File: src/rtl/arb_rr_hold_pkg.sv
// Shared definitions for the hold-capable arbiters: FSM state encoding,
// default sizing and a helper for the hold counter width.
package arb_rr_hold_pkg;

    // Arbiter handshake states shared by the arbiter family
    typedef enum logic [1:0] {
        ST_IDLE = 2'd0,
        ST_REQ  = 2'd1,
        ST_BUSY = 2'd2
    } arb_state_t;

    localparam int ARB_DEFAULT_N        = 8;
    localparam int ARB_DEFAULT_MAX_HOLD = 16;

    // Width needed to count 0..max_hold, never narrower than one bit
    function automatic int hold_width(input int max_hold);
        int w;
        w = $clog2(max_hold + 1);
        return (w < 1) ? 1 : w;
    endfunction

endpackage

File: src/rtl/arb_rr_pick.sv
// Combinational circular picker: returns the first set bit of req found by
// searching upward from the one-hot start position and wrapping past the
// top. Implemented with the double-width mask-subtract trick so there is no
// priority chain proportional to N.
module arb_rr_pick #(
    parameter int N = 8
) (
    input  logic [N-1:0] req,
    input  logic [N-1:0] start,
    output logic [N-1:0] gnt
);

    logic [2*N-1:0] req_dbl;
    logic [2*N-1:0] gnt_dbl;

    // Subtracting start clears the first request at or above start and leaves
    // lower bits untouched; the upper copy catches the wrapped-around case
    always_comb begin
        req_dbl = {req, req};
        gnt_dbl = req_dbl & ~(req_dbl - {{N{1'b0}}, start});
        gnt     = gnt_dbl[N-1:0] | gnt_dbl[2*N-1:N];
    end

endmodule

File: src/rtl/arb_rr_hold.sv
// N-way arbiter with fixed or round-robin priority in front of one shared
// downstream port. The grant is registered and held for a multi-cycle
// transfer; an optional hold cap force-releases transfers that run too long
// and flags that with a one-cycle preempt pulse.
module arb_rr_hold
    import arb_rr_hold_pkg::*;
#(
    parameter int  N        = ARB_DEFAULT_N,
    parameter int  MAX_HOLD = ARB_DEFAULT_MAX_HOLD,
    localparam int IDW      = (N > 1) ? $clog2(N) : 1,
    localparam int HW       = hold_width(MAX_HOLD)
) (
    input  logic           clk,
    input  logic           rst,
    input  logic [N-1:0]   req_i,
    input  logic [N-1:0]   prio,
    input  logic           mode,
    output logic [N-1:0]   ack_i,
    output logic [IDW-1:0] grant_id_o,
    output logic           req_o,
    input  logic           ack_o,
    output logic           preempt_o
);

    localparam logic [N-1:0]  ONE_HOT0 = {{(N-1){1'b0}}, 1'b1};
    localparam logic [HW-1:0] CAP_LAST = (MAX_HOLD > 0) ? HW'(MAX_HOLD - 1) : '0;

    arb_state_t     state_q;
    arb_state_t     state_d;
    logic [N-1:0]   ptr_q;
    logic [HW-1:0]  cnt_q;
    logic [N-1:0]   prio_first;
    logic [N-1:0]   start_sel;
    logic [N-1:0]   winner;
    logic [IDW-1:0] winner_id;
    logic           hold_alive;
    logic           cap_hit;
    logic           release_now;

    // Fixed-mode start is the lowest set bit of prio, found by the same picker
    arb_rr_pick #(.N(N)) u_prio_pick (
        .req   (prio),
        .start (ONE_HOT0),
        .gnt   (prio_first)
    );

    // The actual winner among current requesters from the selected start
    arb_rr_pick #(.N(N)) u_req_pick (
        .req   (req_i),
        .start (start_sel),
        .gnt   (winner)
    );

    // Choose the search start and decide whether a running transfer ends now
    always_comb begin
        start_sel   = mode ? ptr_q : ((|prio) ? prio_first : ONE_HOT0);
        hold_alive  = |(req_i & ack_i);
        cap_hit     = (MAX_HOLD != 0) && (cnt_q == CAP_LAST);
        release_now = !hold_alive || cap_hit;
    end

    // One-hot to binary encode of the winner so the id is registered with ack_i
    always_comb begin
        winner_id = '0;
        for (int i = 0; i < N; i++) begin
            if (winner[i]) begin
                winner_id = IDW'(i);
            end
        end
    end

    // State register
    always_ff @(posedge clk) begin
        if (rst) begin
            state_q <= ST_IDLE;
        end else begin
            state_q <= state_d;
        end
    end

    // Next-state logic; req_o is a pure decode of the REQ state
    always_comb begin
        state_d = state_q;
        req_o   = 1'b0;
        case (state_q)
            ST_IDLE: begin
                if (|req_i) begin
                    state_d = ST_REQ;
                end
            end
            ST_REQ: begin
                req_o = 1'b1;
                if (!(|req_i)) begin
                    state_d = ST_IDLE;
                end else if (ack_o) begin
                    state_d = ST_BUSY;
                end
            end
            ST_BUSY: begin
                if (release_now) begin
                    state_d = ST_IDLE;
                end
            end
            default: state_d = ST_IDLE;
        endcase
    end

    // Grant, hold counter, rotation pointer and preempt pulse registers
    always_ff @(posedge clk) begin
        if (rst) begin
            ack_i      <= '0;
            grant_id_o <= '0;
            cnt_q      <= '0;
            preempt_o  <= 1'b0;
            ptr_q      <= ONE_HOT0;
        end else begin
            preempt_o <= 1'b0;
            case (state_q)
                ST_REQ: begin
                    if ((|req_i) && ack_o) begin
                        ack_i      <= winner;
                        grant_id_o <= winner_id;
                        cnt_q      <= '0;
                    end
                end
                ST_BUSY: begin
                    cnt_q <= cnt_q + 1'b1;
                    if (release_now) begin
                        ack_i     <= '0;
                        preempt_o <= hold_alive;
                        if (mode) begin
                            ptr_q <= {ack_i[N-2:0], ack_i[N-1]};
                        end
                    end
                end
                default: begin
                end
            endcase
        end
    end

endmodule
File: config.mk
export PLATFORM = sky130hd
export DESIGN_NAME = arb_rr_hold
export DESIGN_NICKNAME = d
export VERILOG_FILES = /design/src/rtl/arb_rr_hold_pkg.sv /design/src/rtl/arb_rr_pick.sv /design/src/rtl/arb_rr_hold.sv
export SDC_FILE = /design/constraint.sdc
export NUM_CORES = 1
export LEC_CHECK = 0
export BUFFER_PORTS_ARGS = -buffer_cell sky130_fd_sc_hd__buf_2
export CAP_MARGIN = 20
export CORE_ASPECT_RATIO = 0.6
export CORE_MARGIN = 10
export CORE_UTILIZATION = 30
export CTS_CLUSTER_DIAMETER = 150
export DETAILED_ROUTE_END_ITERATION = 10
export GPL_ROUTABILITY_DRIVEN = 0
export PLACE_DENSITY = 0.52
export SYNTH_ARGS = -nofsm -noshare
export SYNTH_HDL_FRONTEND = slang
export SYNTH_SLANG_ARGS = --single-unit
File: constraint.sdc
create_clock -name clk -period 4.4 [get_ports clk]
set_clock_uncertainty 0.15 [all_clocks]
set_input_delay 0.88 -clock clk [delete_from_list [all_inputs] [get_ports clk]]
set_output_delay 0.88 -clock clk [all_outputs]
set_load 0.02 [all_outputs]
Word-level counts from Yosys, hierarchy flattened
Index checks and enable logic that the tools add are counted.
W data, S select, Z words.
{"block": "word_totals", "register_bits": 27, "in_bits": 20, "out_inout_bits": 13}
{"block": "classes", "reduce_logical": 14, "addsub": 3, "muxes": 20, "eq_ne": 7, "bitwise": 9}
{"cell": "$and A16 B16 Y16", "n": 2}
{"cell": "$mux W8", "n": 4}
{"cell": "$not A16 Y16", "n": 2}
{"cell": "$reduce_or A8 Y1", "n": 3}
{"cell": "$mux W3", "n": 6}
{"cell": "$or A8 B8 Y8", "n": 2}
{"cell": "$pmux W8 S2", "n": 1}
{"cell": "$sub A16 B1 Y16 const B", "n": 1}
{"cell": "$sub A16 B8 Y16", "n": 1}
{"cell": "$pmux W5 S2", "n": 1}
{"cell": "$reduce_and A3 Y1", "n": 3}
{"cell": "$and A8 B8 Y8", "n": 1}
{"cell": "$mux W2", "n": 4}
{"cell": "$ne A2 B2 Y1 const B", "n": 3}
{"cell": "$pmux W2 S3", "n": 1}
{"cell": "$add A5 B1 Y5 const B", "n": 1}
{"cell": "$eq A5 B4 Y1 const B", "n": 1}
{"cell": "$mux W5", "n": 1}
{"cell": "$reduce_and A2 Y1", "n": 2}
{"cell": "$ne A3 B3 Y1 const B", "n": 1}
{"cell": "$reduce_or A3 Y1", "n": 1}
{"cell": "$eq A2 B1 Y1 const B", "n": 1}
{"cell": "$eq A2 B2 Y1 const B", "n": 1}
{"cell": "$logic_not A2 Y1", "n": 1}
{"cell": "other kinds (6)", "n": 8}

Depth between registers and ports, before layout
Gate-level depths: netlist of the first run.
{"block": "logic_depth", "word_depth": 17, "ltp_mapped": 13, "ltp_nobuf": 13}

Cells and area by module
From an unflattened synthesis of the first run, not the netlist that was laid out.
{"block": "unflattened", "hier_cells": 288, "hier_area_um2": 2347.3}
{"module": "arb_rr_hold", "area_per_inst_um2": 1368.8, "n_inst": 1, "cells_per_inst": 149}
{"module": "arb_rr_pick (u_prio_pick)", "area_per_inst_um2": 495.5, "n_inst": 1, "cells_per_inst": 69}
{"module": "arb_rr_pick (u_req_pick)", "area_per_inst_um2": 483.0, "n_inst": 1, "cells_per_inst": 70}

Worst setup path after synthesis of the first run
OpenSTA, ideal clock, no wires.
{"block": "synth_timing", "path_type": "in2reg", "start": "in prio[1]", "end": "reg grant_id_o[0]", "required_time_ps": 4125, "path_stages": 12, "n_path_buf": 0, "arrival_time_ps": 3650, "setup_slack_ps": 475, "cell_sequence": "or4_4 -> nand2b_1 -> nor2_1 -> o31ai_1 -> or2_1 -> fa_1 -> a21o_1 -> a22o_1 -> o41ai_1 -> a22oi_1 -> o211a_1 -> o41a_1"}
{"block": "synth_between", "elab_chain_len": 17}
{"element": "start: declaration", "line": "arb_rr_hold.sv:16", "rtl": "input logic [N-1:0] prio,"}
{"element": "$sub A16 B1 Y16", "line": "arb_rr_pick.sv:20", "rtl": "gnt_dbl = req_dbl & ~(req_dbl - {{N{1'b0}}, start});"}
{"element": "$not A16 Y16", "line": "arb_rr_pick.sv:20"}
{"element": "$and A16 B16 Y16", "line": "arb_rr_pick.sv:20"}
{"element": "$or A8 B8 Y8", "line": "arb_rr_pick.sv:21", "rtl": "gnt = gnt_dbl[N-1:0] | gnt_dbl[2*N-1:N];"}
{"element": "$mux W8 * (2 in series)", "line": "arb_rr_hold.sv:56", "rtl": "start_sel = mode ? ptr_q : ((|prio) ? prio_first : ONE_HOT0);"}
{"element": "$sub A16 B8 Y16 *", "line": "arb_rr_pick.sv:20"}
{"element": "$not A16 Y16 *", "line": "arb_rr_pick.sv:20"}
{"element": "$and A16 B16 Y16 *", "line": "arb_rr_pick.sv:20"}
{"element": "$or A8 B8 Y8 *", "line": "arb_rr_pick.sv:21"}
{"element": "$mux W1", "line": "arb_rr_hold.sv:66", "rtl": "if (winner[i]) begin"}
{"element": "$mux W3 (5 in series)", "line": "arb_rr_hold.sv:66"}
{"element": "$mux W3 *", "line": "arb_rr_hold.sv:66"}
{"element": "end signal: assignment", "line": "arb_rr_hold.sv:122", "rtl": "grant_id_o <= winner_id;"}
{"element": "end: declaration", "line": "arb_rr_hold.sv:19", "rtl": "output logic [IDW-1:0] grant_id_o,"}
Mark *: on every way between the ends. The rest lies on a longest branch, timed or not.
A chain may end at the register's enable or synchronous reset.

Worst setup path in the final report of the first run
{"block": "layout_timing", "start": "in prio[0]", "end": "reg grant_id_o[0]"}
The elaborated chain is that of the path after synthesis.

==> metrics.csv, run 1 <==
metric;value;unit
worst path buffer plus inverter count;1;
# resized after CTS;0;
synthesized flop and latch total;27;
largest net degree at the start of global routing;28;
grt ovf;0;
Slew HR;0.535;
asr flop ratio synth;0;
TNS Setup;0;ns
Yosys warning count;0;
post-detailed-route count of antenna-violating nets;0;
initial core utilization;0.316;
PwrDens;255;mW/mm^2
Worst Setup SP;prio[0];
clock slew at reported path FFs;0.09;ns
Mapped Area;0.00180;sq mm
Via Count;1720;
vias in the first global route;1695;
Area Overhead vs Synth;16.6;%
Skew-Pair Late Insertion Delay;0.28;ns
Syn Nets;251;
number of flops mapped to enable cells by yosys;0;
Total Nets Final;283;
hpwl dp;4490;um
DR iter-0 viols;99;
Vias per Instance;5.18;
reg2reg start;ptr_q[0]$_SDFFE_PP1P_;
max-slew violation count;0;
final wirelength;5560;um
synthesized area per cell;8.12;sq um
most frequent cells in the layout;buf_2, nor2_1, dfxtp_1, a21oi_1, nand3_1;
setup bufs post-CTS;0;
area leader, netlist;dfxtp_1;
Worst Max-Slew Pin Slew;0.693;ns
1st-pass router iterations;4;
CP startpoint kind;primary input;
top-area cell type share of the netlist area;0.301;
CTS Sinks;27;
first-pass GRT wire length;9290;um
Top Ports;33;
Hold/Removal Path Class;reg -> reg;
H-tree depth;1;
core area;0.00568;sq mm
status;finished clean;
sequential-to-total area share from yosys stat;0.301;
Hold-fix buffers, CTS;0;
VDD IR max;0.000129;V
Max Cap Violations;0;
Critical Path Fanout Max;6;
Final period util;0.914;
crit path DAT;4.04;ns
min cycle time layout;4.02;ns
Fill cells;610;
CTS tree;yes;
ys flop type;dfxtp_1;
port bufs;32;
delay-heaviest family, CP;compound AO/OA/AOI/OAI gates;
leakage power;0.818;nW
Routed wire per std cell;16.8;um
critical path, cell by cell;buf_2 -> or4_4 -> nand2b_1 -> nor2_1 -> o31ai_1 -> or2_1 -> fa_1 -> a21o_1 -> a221oi_1 -> xor2_1 -> o21ai_0 -> o211a_1 -> o41a_1;
initial antenna violation count;0;
Sequential Area;541;sq um
Syn Inst Count;221;
final hold slack;0.347;ns
global-route usage over all layers;0.118;
row cnt;21;
die area;0.00958;sq mm
commonest non-fill, non-tap cell in the layout;buf_2;
synth unique cells;57;
die width;120;um
crit-path max cell delay;0.54;ns
slowest CP cell;or4_4;
fin util;0.369;
Non-Filler Instances;332;
Worst setup EP type;flip-flop;
top cells by area, synth;dfxtp_1, ha_1, nor2_1;
kind of critical path;in -> reg;
Die Ht;79.9;um
Worst EP required;4.42;ns
footprint of the multi-input gates;0.00120;sq mm
RSZ-0062 raised after global routing;false;
clk buf depth;2;
Fin. Hold Viols;0;
Inserted Clock Buffers;3;
ANT cells;0;
Post-route DRC;0;
CTS root buffer;clkbuf_8;
HP Start;cnt_q[1]$_SDFFE_PP0P_;
share of layout cells above drive strength 1;0.187;
Final setup viols;0;
dpl cells;328;
f_max;249;MHz
metal layers:
layer	GRT usage	share of wire
met4	0.00839	0.0011
met2	0.156	0.35
met5	0	0
met1	0.185	0.58
met3	0.0325	0.061
metrics by stage:
stage	setup slack [ns]	total power (W)	cell area, sq um
2_1_floorplan	0.475	0.000350	1800
3_3_place_gp	0.179	0.000397	2050
3_5_place_dp	0.105	0.000396	2050
4_1_cts	0.410	0.000538	2090
5_1_grt	0.270	0.000564	2090
6_report	0.377	0.000533	2090
worst register-to-register path, cell delays in order (launching register included):
cell and delay [ns]:
dfxtp_1 0.37, nand2b_1 0.14, o31ai_1 0.10, or2_1 0.23
fa_1 0.40, a21o_1 0.21, a221oi_1 0.40, xor2_1 0.21
o21ai_0 0.16, o211a_1 0.16, o41a_1 0.36
state kept, by name, summed over array words and instances (netlist names):
register and cells:
state_q 2, grant_id_o 3, preempt_o 1, ack_i 8, ptr_q 8, cnt_q 5
cell families (layout without fill, tap and decap cells):
logic type                 count (synthesis)  count (layout)  synth area share
and+or+nand+nor                           90              90             0.268
AOI/OAI and AO/OA                         66              66             0.252
muxes                                      8               8            0.0446
buffers and inverters                     14              45            0.0314
DFF                                       27              27             0.301
xor gates and xnor gates                   6               6            0.0293
adders and majority gates                 10              10            0.0739
Yosys cell counts, types with 2 or more instances:
cell type and n:
a21o_1 5, a21oi_1 21, a22oi_1 5, a31oi_1 4, and2_1 2, and3_1 5, buf_2 2, clkbuf_1 5
dfxtp_1 27, ha_1 9, inv_1 5, mux2i_1 8, nand2_1 8, nand2b_1 4, nand3_1 10, nand4_1 3
nor2_1 30, nor2b_1 5, nor3_1 3, nor3b_1 5, nor4b_1 2, o211ai_1 3, o21a_1 4, o21ai_0 3
o21ai_1 4, o41ai_1 2, or2_1 3, xnor2_1 2, xor2_1 4
power by group:
part           total [W]  switching, W  leakage [nW]  internal [W]
sequential      0.000258    0.00000707         0.219      0.000251
clock           0.000143     0.0000777        0.0228     0.0000650
combinational   0.000132     0.0000802         0.576     0.0000520
total           0.000533      0.000165         0.818      0.000368
path summary, 6_finish.rpt:
check,to,slack [ns],cells past startpoint
setup reg to reg,grant_id_o[0]$_SDFFE_PP0P_,1.42,10
hold reg to reg,cnt_q[1]$_SDFFE_PP0P_,0.35,2
setup / recovery,grant_id_o[0]$_SDFFE_PP0P_,0.38,13
hold / removal,cnt_q[1]$_SDFFE_PP0P_,0.35,2
cell type report:
cell class / instances / share of cell area
multi-input combinational: 180 / 0.573
tap: 80 / 0.0478
timing repair buffer: 36 / 0.0909
clock buffer: 4 / 0.0215
sequential: 27 / 0.258
inverter: 5 / 0.00897
No activity file was read; power rests on OpenSTA's default activity.
==> inputs of run 2 (changes only) <==
- SETUP_SLACK_MARGIN: not set -> 0.4
==> run 2 against run 1 <==
Effect of this change:
- register-to-register slack better by 0.15 ns
- flip-flop and latch count stayed put
- clock-buffer cell count stayed put
- first-iteration DRC count is 11% lower
- combinational power is 3% higher
- largest power group unchanged
- global-route usage stayed put
==> metrics.csv, run 2 (synthesis results as in run 1) <==
metric;value;unit;change
min cycle time layout;3.89;ns;-0.137 ns
pre-CTS WS;0.105;ns;unchanged
leakage power;0.827;nW;+1.1%
hpwl dp;4490;um;unchanged
CTS root buffer;clkbuf_8;;
reg2reg start;ptr_q[0]$_SDFFE_PP1P_;;
crit-path max cell delay;0.54;ns;about the same
CTS tree;yes;;
Total Nets Final;283;;unchanged
commonest non-fill, non-tap cell in the layout;buf_2;;
core area;0.00568;sq mm;unchanged
final worst setup slack;0.514;ns;+0.137 ns
Final period util;0.883;;-0.0310
dpl cell area;0.00205;sq mm;unchanged
Routed wire per std cell;17.0;um;+1.3%
most frequent cells in the layout;buf_2, nor2_1, dfxtp_1, a21oi_1, nand3_1;;
DR iter-0 viols;88;;-11%
dpl cells;328;;unchanged
Worst EP required;4.42;ns;about the same
vias in the first global route;1695;;unchanged
Hold-fix buffers, CTS;0;;unchanged
slowest CP cell;or4_4;;
crit path DAT;3.91;ns;-0.13 ns
kind of critical path;in -> reg;;
initial core utilization;0.316;;unchanged
first-pass GRT wire length;9290;um;unchanged
CP startpoint kind;primary input;;
ANT cells;0;;unchanged
TNS Setup;0;ns;unchanged
combinational share of power;0.253;;+0.005
Fin. Hold Viols;0;;unchanged
Seq pwr share;0.481;;-0.004
Post-route DRC;0;;unchanged
P_sw;0.000168;W;+1.6%
status;finished clean;;
RR Endpoint;grant_id_o[0]$_SDFFE_PP0P_;;
clock slew at reported path FFs;0.09;ns;about the same
Non-Filler Instances;332;;unchanged
Worst Setup SP;prio[0];;
die area;0.00958;sq mm;unchanged
Critical Path Fanout Max;6;;unchanged
setup bufs post-CTS;0;;unchanged
Worst Hold Depth;2;;unchanged
share of layout cells above drive strength 1;0.202;;+0.0159
critical path, cell by cell;buf_2 -> or4_4 -> nand2b_1 -> nor2_1 -> o31ai_1 -> or2_1 -> fa_2 -> a21o_1 -> a221oi_2 -> xor2_1 -> o21ai_1 -> o211a_1 -> o41a_1;;
port bufs;32;;unchanged
f_max;257;MHz;+3.5%
Max Cap Violations;0;;unchanged
# resized after CTS;0;;unchanged
PwrDens;254;mW/mm^2;-0.40%
Top Ports;33;;unchanged
global-route usage over all layers;0.118;;unchanged
fin area;0.00212;sq mm;+1.1%
RSZ-0062 raised after global routing;false;;
Worst Max-Slew Pin Slew;0.693;ns;-0.000803 ns
Via Count;1727;;+0.41%
die width;120;um;unchanged
Sw Share;0.312;;+0.00260
1st-pass router iterations;4;;unchanged
worst r2r path cells;10;;unchanged
Worst setup EP type;flip-flop;;
largest net degree at the start of global routing;28;;unchanged
grt ovf;0;;unchanged
final wirelength;5640;um;+1.3%
Critical Path Sink;grant_id_o[0]$_SDFFE_PP0P_;;
initial antenna violation count;0;;unchanged
Inserted Clock Buffers;3;;unchanged
P_int;0.000370;W;+0.35%
clk buf depth;2;;unchanged
post-detailed-route count of antenna-violating nets;0;;unchanged
Final setup viols;0;;unchanged
CTS Sinks;27;;unchanged
Slew HR;0.535;;+0.000539
Area Overhead vs Synth;17.9;%;
Skew-Pair Late Insertion Delay;0.28;ns;about the same
R2R setup slack;1.57;ns;+0.15 ns
H-tree depth;1;;unchanged
Die Ht;79.9;um;unchanged
largest registers;ack_i (8), ptr_q (8), cnt_q (5);;
Hold/Removal Path Class;reg -> reg;;
Clk network pwr share;0.266;;-0.002
row cnt;21;;unchanged
Vias per Instance;5.20;;+0.41%
VDD IR max;0.000129;V;about the same
max-slew violation count;0;;unchanged
fin util;0.373;;+0.00419
==> run 2: cell counts in the layout (fill, tap and decap cells not counted) <==
No cell type changed its count.
==> run 2: area by class of cell <==
cell class,count,area [sq um]
fillers,610,3560
multi-input cells,180,1220
flip-flops and latches,27,541
repair buffers,36,190
well taps,80,100
clock buffers,4,45.0
inverters,5,18.8
==> run 2: stage by stage <==
| stage | power [W] | hold WS, ns |
|---|---|---|
| 3_5_place_dp | 0.000396 | 0.335 |
| 3_3_place_gp | 0.000397 | 0.328 |
| 2_1_floorplan | 0.000350 | 0.298 |
| 6_report | 0.000537 | 0.347 |
| 4_1_cts | 0.000538 | 0.349 |
| 5_1_grt | 0.000567 | 0.383 |
==> run 2: worst max-delay path, delay by kind of cell <==
family	cells	cell delay, ns
compound gates	6	1.26
buf+inv	1	0.13
xor+xnor	1	0.22
fa+ha+maj	1	0.36
simple gates	4	1.06
==> run 2: worst min-delay path by stage <==
| stage | from | endpoint | slack, ns |
|---|---|---|---|
| after detailed placement | cnt_q[3]$_SDFFE_PP0P_ | cnt_q[3]$_SDFFE_PP0P_ | 0.34 |
| after global placement | cnt_q[1]$_SDFFE_PP0P_ | cnt_q[1]$_SDFFE_PP0P_ | 0.33 |
| final | cnt_q[1]$_SDFFE_PP0P_ | cnt_q[1]$_SDFFE_PP0P_ | 0.35 |
| after CTS | cnt_q[3]$_SDFFE_PP0P_ | cnt_q[3]$_SDFFE_PP0P_ | 0.35 |
| after global routing | cnt_q[3]$_SDFFE_PP0P_ | cnt_q[3]$_SDFFE_PP0P_ | 0.38 |
| after floorplan | cnt_q[3]$_SDFFE_PP0P_ | cnt_q[3]$_SDFFE_PP0P_ | 0.30 |
==> run 2: power groups by stage <==
stage	logic, W	registers [W]	clock network [W]
2_1_floorplan	0.0000817	0.000268	0
3_3_place_gp	0.000133	0.000264	0
3_5_place_dp	0.000132	0.000264	0
4_1_cts	0.000133	0.000258	0.000147
5_1_grt	0.000152	0.000260	0.000156
6_report	0.000136	0.000258	0.000143
==> run 2: metal layers <==
| layer | vias to the layer above | GRT usage | wire, um |
|---|---|---|---|
| met5 | - | 0 | 0 |
| met4 | 0 | 0.00839 | 6 |
| met3 | 2 | 0.0325 | 351 |
| met2 | 39 | 0.156 | 2000 |
| met1 | 804 | 0.185 | 3280 |
| li1 | 882 | - | - |
==> inputs of run 3 (changes only) <==
- ABC_AREA: not set -> 1
==> run 3 against run 2 <==
Effect of this change:
- die area up 4.2%
- flip-flop and latch count unchanged
- via count up 15%
- synthesized cell count up 33%
- clock-buffer cell count down 1
- synthesized area up 5.3%
- sequential power about the same
- register-to-register slack better by 0.48 ns
- critical path depth up 4
- clock power about the same
==> metrics.csv, run 3 <==
metric;value;unit;change
RR Endpoint;grant_id_o[1]$_SDFFE_PP0P_;;
Worst Setup SP;mode;;
initial core utilization;0.309;;-0.00698
status;finished clean;;
row cnt;22;;+4.8%
Critical Path Fanout Max;12;;+6
leakage power;0.947;nW;+15%
core area;0.00611;sq mm;+7.7%
CTS Sinks;27;;unchanged
top-area cell type share of the netlist area;0.286;;-0.0151
vias in the first global route;1893;;+12%
Final period util;0.729;;-0.154
crit path DAT;3.23;ns;-0.68 ns
largest registers;ack_i (8), ptr_q (8), cnt_q (5);;
H-tree depth;1;;unchanged
ANT cells;0;;unchanged
Max Cap Violations;0;;unchanged
1st-pass router iterations;4;;unchanged
Inserted Clock Buffers;3;;unchanged
clk buf depth;2;;unchanged
final wirelength;5920;um;+5.1%
CP startpoint kind;primary input;;
synth cell count leaders;nand2_1, nor2_1, a21oi_1, dfxtp_1, inv_1;;
met3 GRT Util;0.0329;;+0.000391
reg2reg start;ptr_q[3]$_SDFFE_PP0P_;;
largest net degree at the start of global routing;24;;-14%
final worst setup slack;1.19;ns;+0.678 ns
ys flop type;dfxtp_1;;
Total Nets Final;356;;+26%
met1 Track Usage GR;0.184;;-0.00175
clock slew at reported path FFs;0.10;ns;about the same
Syn Inst Count;293;;+33%
sequential-to-total area share from yosys stat;0.286;;-0.0151
Yosys warning count;0;;unchanged
Slew HR;0.694;;+0.159
Area Overhead vs Synth;15.8;%;
met2 Usage GRT;0.158;;+0.00200
commonest non-fill, non-tap cell in the layout;nand2_1;;
max-slew violation count;0;;unchanged
synthesized flop and latch total;27;;unchanged
pre-CTS WS;0.934;ns;+0.830 ns
Final setup viols;0;;unchanged
Via Count;1990;;+15%
synth unique cells;37;;-35%
Top Ports;33;;unchanged
kind of critical path;in -> reg;;
grt ovf;0;;unchanged
CTS tree;yes;;
synthesized area per cell;6.45;sq um;-21%
f_max;312;MHz;+21%
min cycle time layout;3.21;ns;-0.678 ns
number of flops mapped to enable cells by yosys;0;;unchanged
Post-route DRC;0;;unchanged
most frequent cells in the layout;nand2_1, nor2_1, buf_2, a21oi_1, dfxtp_1;;
share of layout cells above drive strength 1;0.182;;-0.0208
Mapped Area;0.00189;sq mm;+5.3%
initial antenna violation count;0;;unchanged
Hold-fix buffers, CTS;0;;unchanged
CTS root buffer;clkbuf_8;;
Worst setup EP type;flip-flop;;
Routed wire per std cell;14.5;um;-15%
worst r2r path cells;12;;+2
# resized after CTS;0;;unchanged
die area;0.00998;sq mm;+4.2%
die width;122;um;+2.2%
Critical Path Sink;grant_id_o[0]$_SDFFE_PP0P_;;
setup bufs post-CTS;0;;unchanged
PwrDens;249;mW/mm^2;-1.9%
DR iter-0 viols;158;;+80%
Skew-Pair Late Insertion Delay;0.27;ns;about the same
TNS Setup;0;ns;unchanged
area leader, netlist;dfxtp_1;;
count leader, synth;nand2_1;;
Hold/Removal Path Class;reg -> reg;;
post-detailed-route count of antenna-violating nets;0;;unchanged
Die Ht;81.5;um;+2.0%
first-pass GRT wire length;9510;um;+2.4%
Syn Nets;323;;+29%
Fill cells;689;;+13%
Vias per Instance;4.87;;-6.5%
hpwl dp;4840;um;+7.8%
fin util;0.358;;-0.0149
Worst EP required;4.42;ns;about the same
global-route usage over all layers;0.118;;about the same
R2R setup slack;2.05;ns;+0.48 ns
asr flop ratio synth;0;;unchanged
RSZ-0062 raised after global routing;false;;
port bufs;32;;unchanged
Fin. Hold Viols;0;;unchanged
top cells by area, synth;dfxtp_1, nand2_1, nor2_1;;
grt peak-use layer;met1;;
Worst Max-Slew Pin Slew;0.459;ns;-0.234 ns
VDD IR max;0.000149;V;+16%
run 3: cell types whose count changed after synthesis, sizes merged, moves of 8 or more:
cell	change
a21oi	+10
nand3	+12
nor2	+10
nand2	+78
mux2i	-8
inv	+26
run 3: how the worst min path moves through the flow:
| stage | from | cells after the start | to | slack, ns |
|---|---|---|---|---|
| 2_1_floorplan | state_q[1]$_SDFFE_PP0P_ | 1 | state_q[0]$_SDFFE_PP0P_ | 0.28 |
| 3_3_place_gp | cnt_q[3]$_SDFFE_PP0P_ | 2 | cnt_q[3]$_SDFFE_PP0P_ | 0.30 |
| 3_5_place_dp | cnt_q[3]$_SDFFE_PP0P_ | 2 | cnt_q[3]$_SDFFE_PP0P_ | 0.31 |
| 4_1_cts | cnt_q[3]$_SDFFE_PP0P_ | 2 | cnt_q[3]$_SDFFE_PP0P_ | 0.32 |
| 5_1_grt | cnt_q[3]$_SDFFE_PP0P_ | 2 | cnt_q[3]$_SDFFE_PP0P_ | 0.35 |
| 6_report | cnt_q[3]$_SDFFE_PP0P_ | 2 | cnt_q[3]$_SDFFE_PP0P_ | 0.32 |
run 3: where the power goes:
part / leakage, nW / internal (W) / switching, W
clock network: 0.0217 / 0.0000643 / 0.0000803
registers: 0.219 / 0.000251 / 0.00000642
logic: 0.707 / 0.0000457 / 0.0000969
run 3: final cells by class:
class	instances	area, sq um	share of cell area
clock buffer	3	41.3	0.0189
inverter	31	116	0.0532
timing repair buffer	32	160	0.0732
tap	84	105	0.0480
sequential	27	541	0.247
multi-input combinational	231	1220	0.556
clock inverter	1	7.51	0.00343
run 3: worst max-delay path, cell delays in order:
cell and delay, ns:
buf_2 0.16, nor2_1 0.24, o21ai_2 0.12, nor2_1 0.14, a22oi_1 0.10, ha_1 0.46, nand2_1 0.18, nor4_1 0.25
nand2_1 0.14, nand3_1 0.09, nand2_1 0.09, nand2_1 0.07, nand3_1 0.07, nand2_1 0.06, nand2_1 0.05, nand2_1 0.07
a21oi_2 0.05
run 3: logic make-up (layout without fill, tap and decap cells):
family | after synthesis | in the layout | share of synthesized area
AO/OA/AOI/OAI | 57 | 57 | 0.185
XOR/XNOR | 3 | 3 | 0.0139
adder cells (fa/ha/maj) | 10 | 10 | 0.0702
buffers and inverters | 35 | 67 | 0.0701
flip-flops | 27 | 27 | 0.286
AND/OR/NAND/NOR | 161 | 161 | 0.375
run 3: per-layer routing:
metal	vias to the layer above	wire, um
li1	1043	-
met5	-	0
met2	63	2040
met4	0	17
met3	2	524
met1	882	3340
run 3: per-stage QoR:
step	total power [W]	hold WS (ns)	area, sq um	cells
finish	0.000545	0.321	2190	409
global route	0.000580	0.351	2190	409
CTS	0.000550	0.321	2190	409
detailed placement	0.000404	0.307	2140	405
global placement	0.000406	0.300	2140	405
floorplan	0.000355	0.277	1890	293
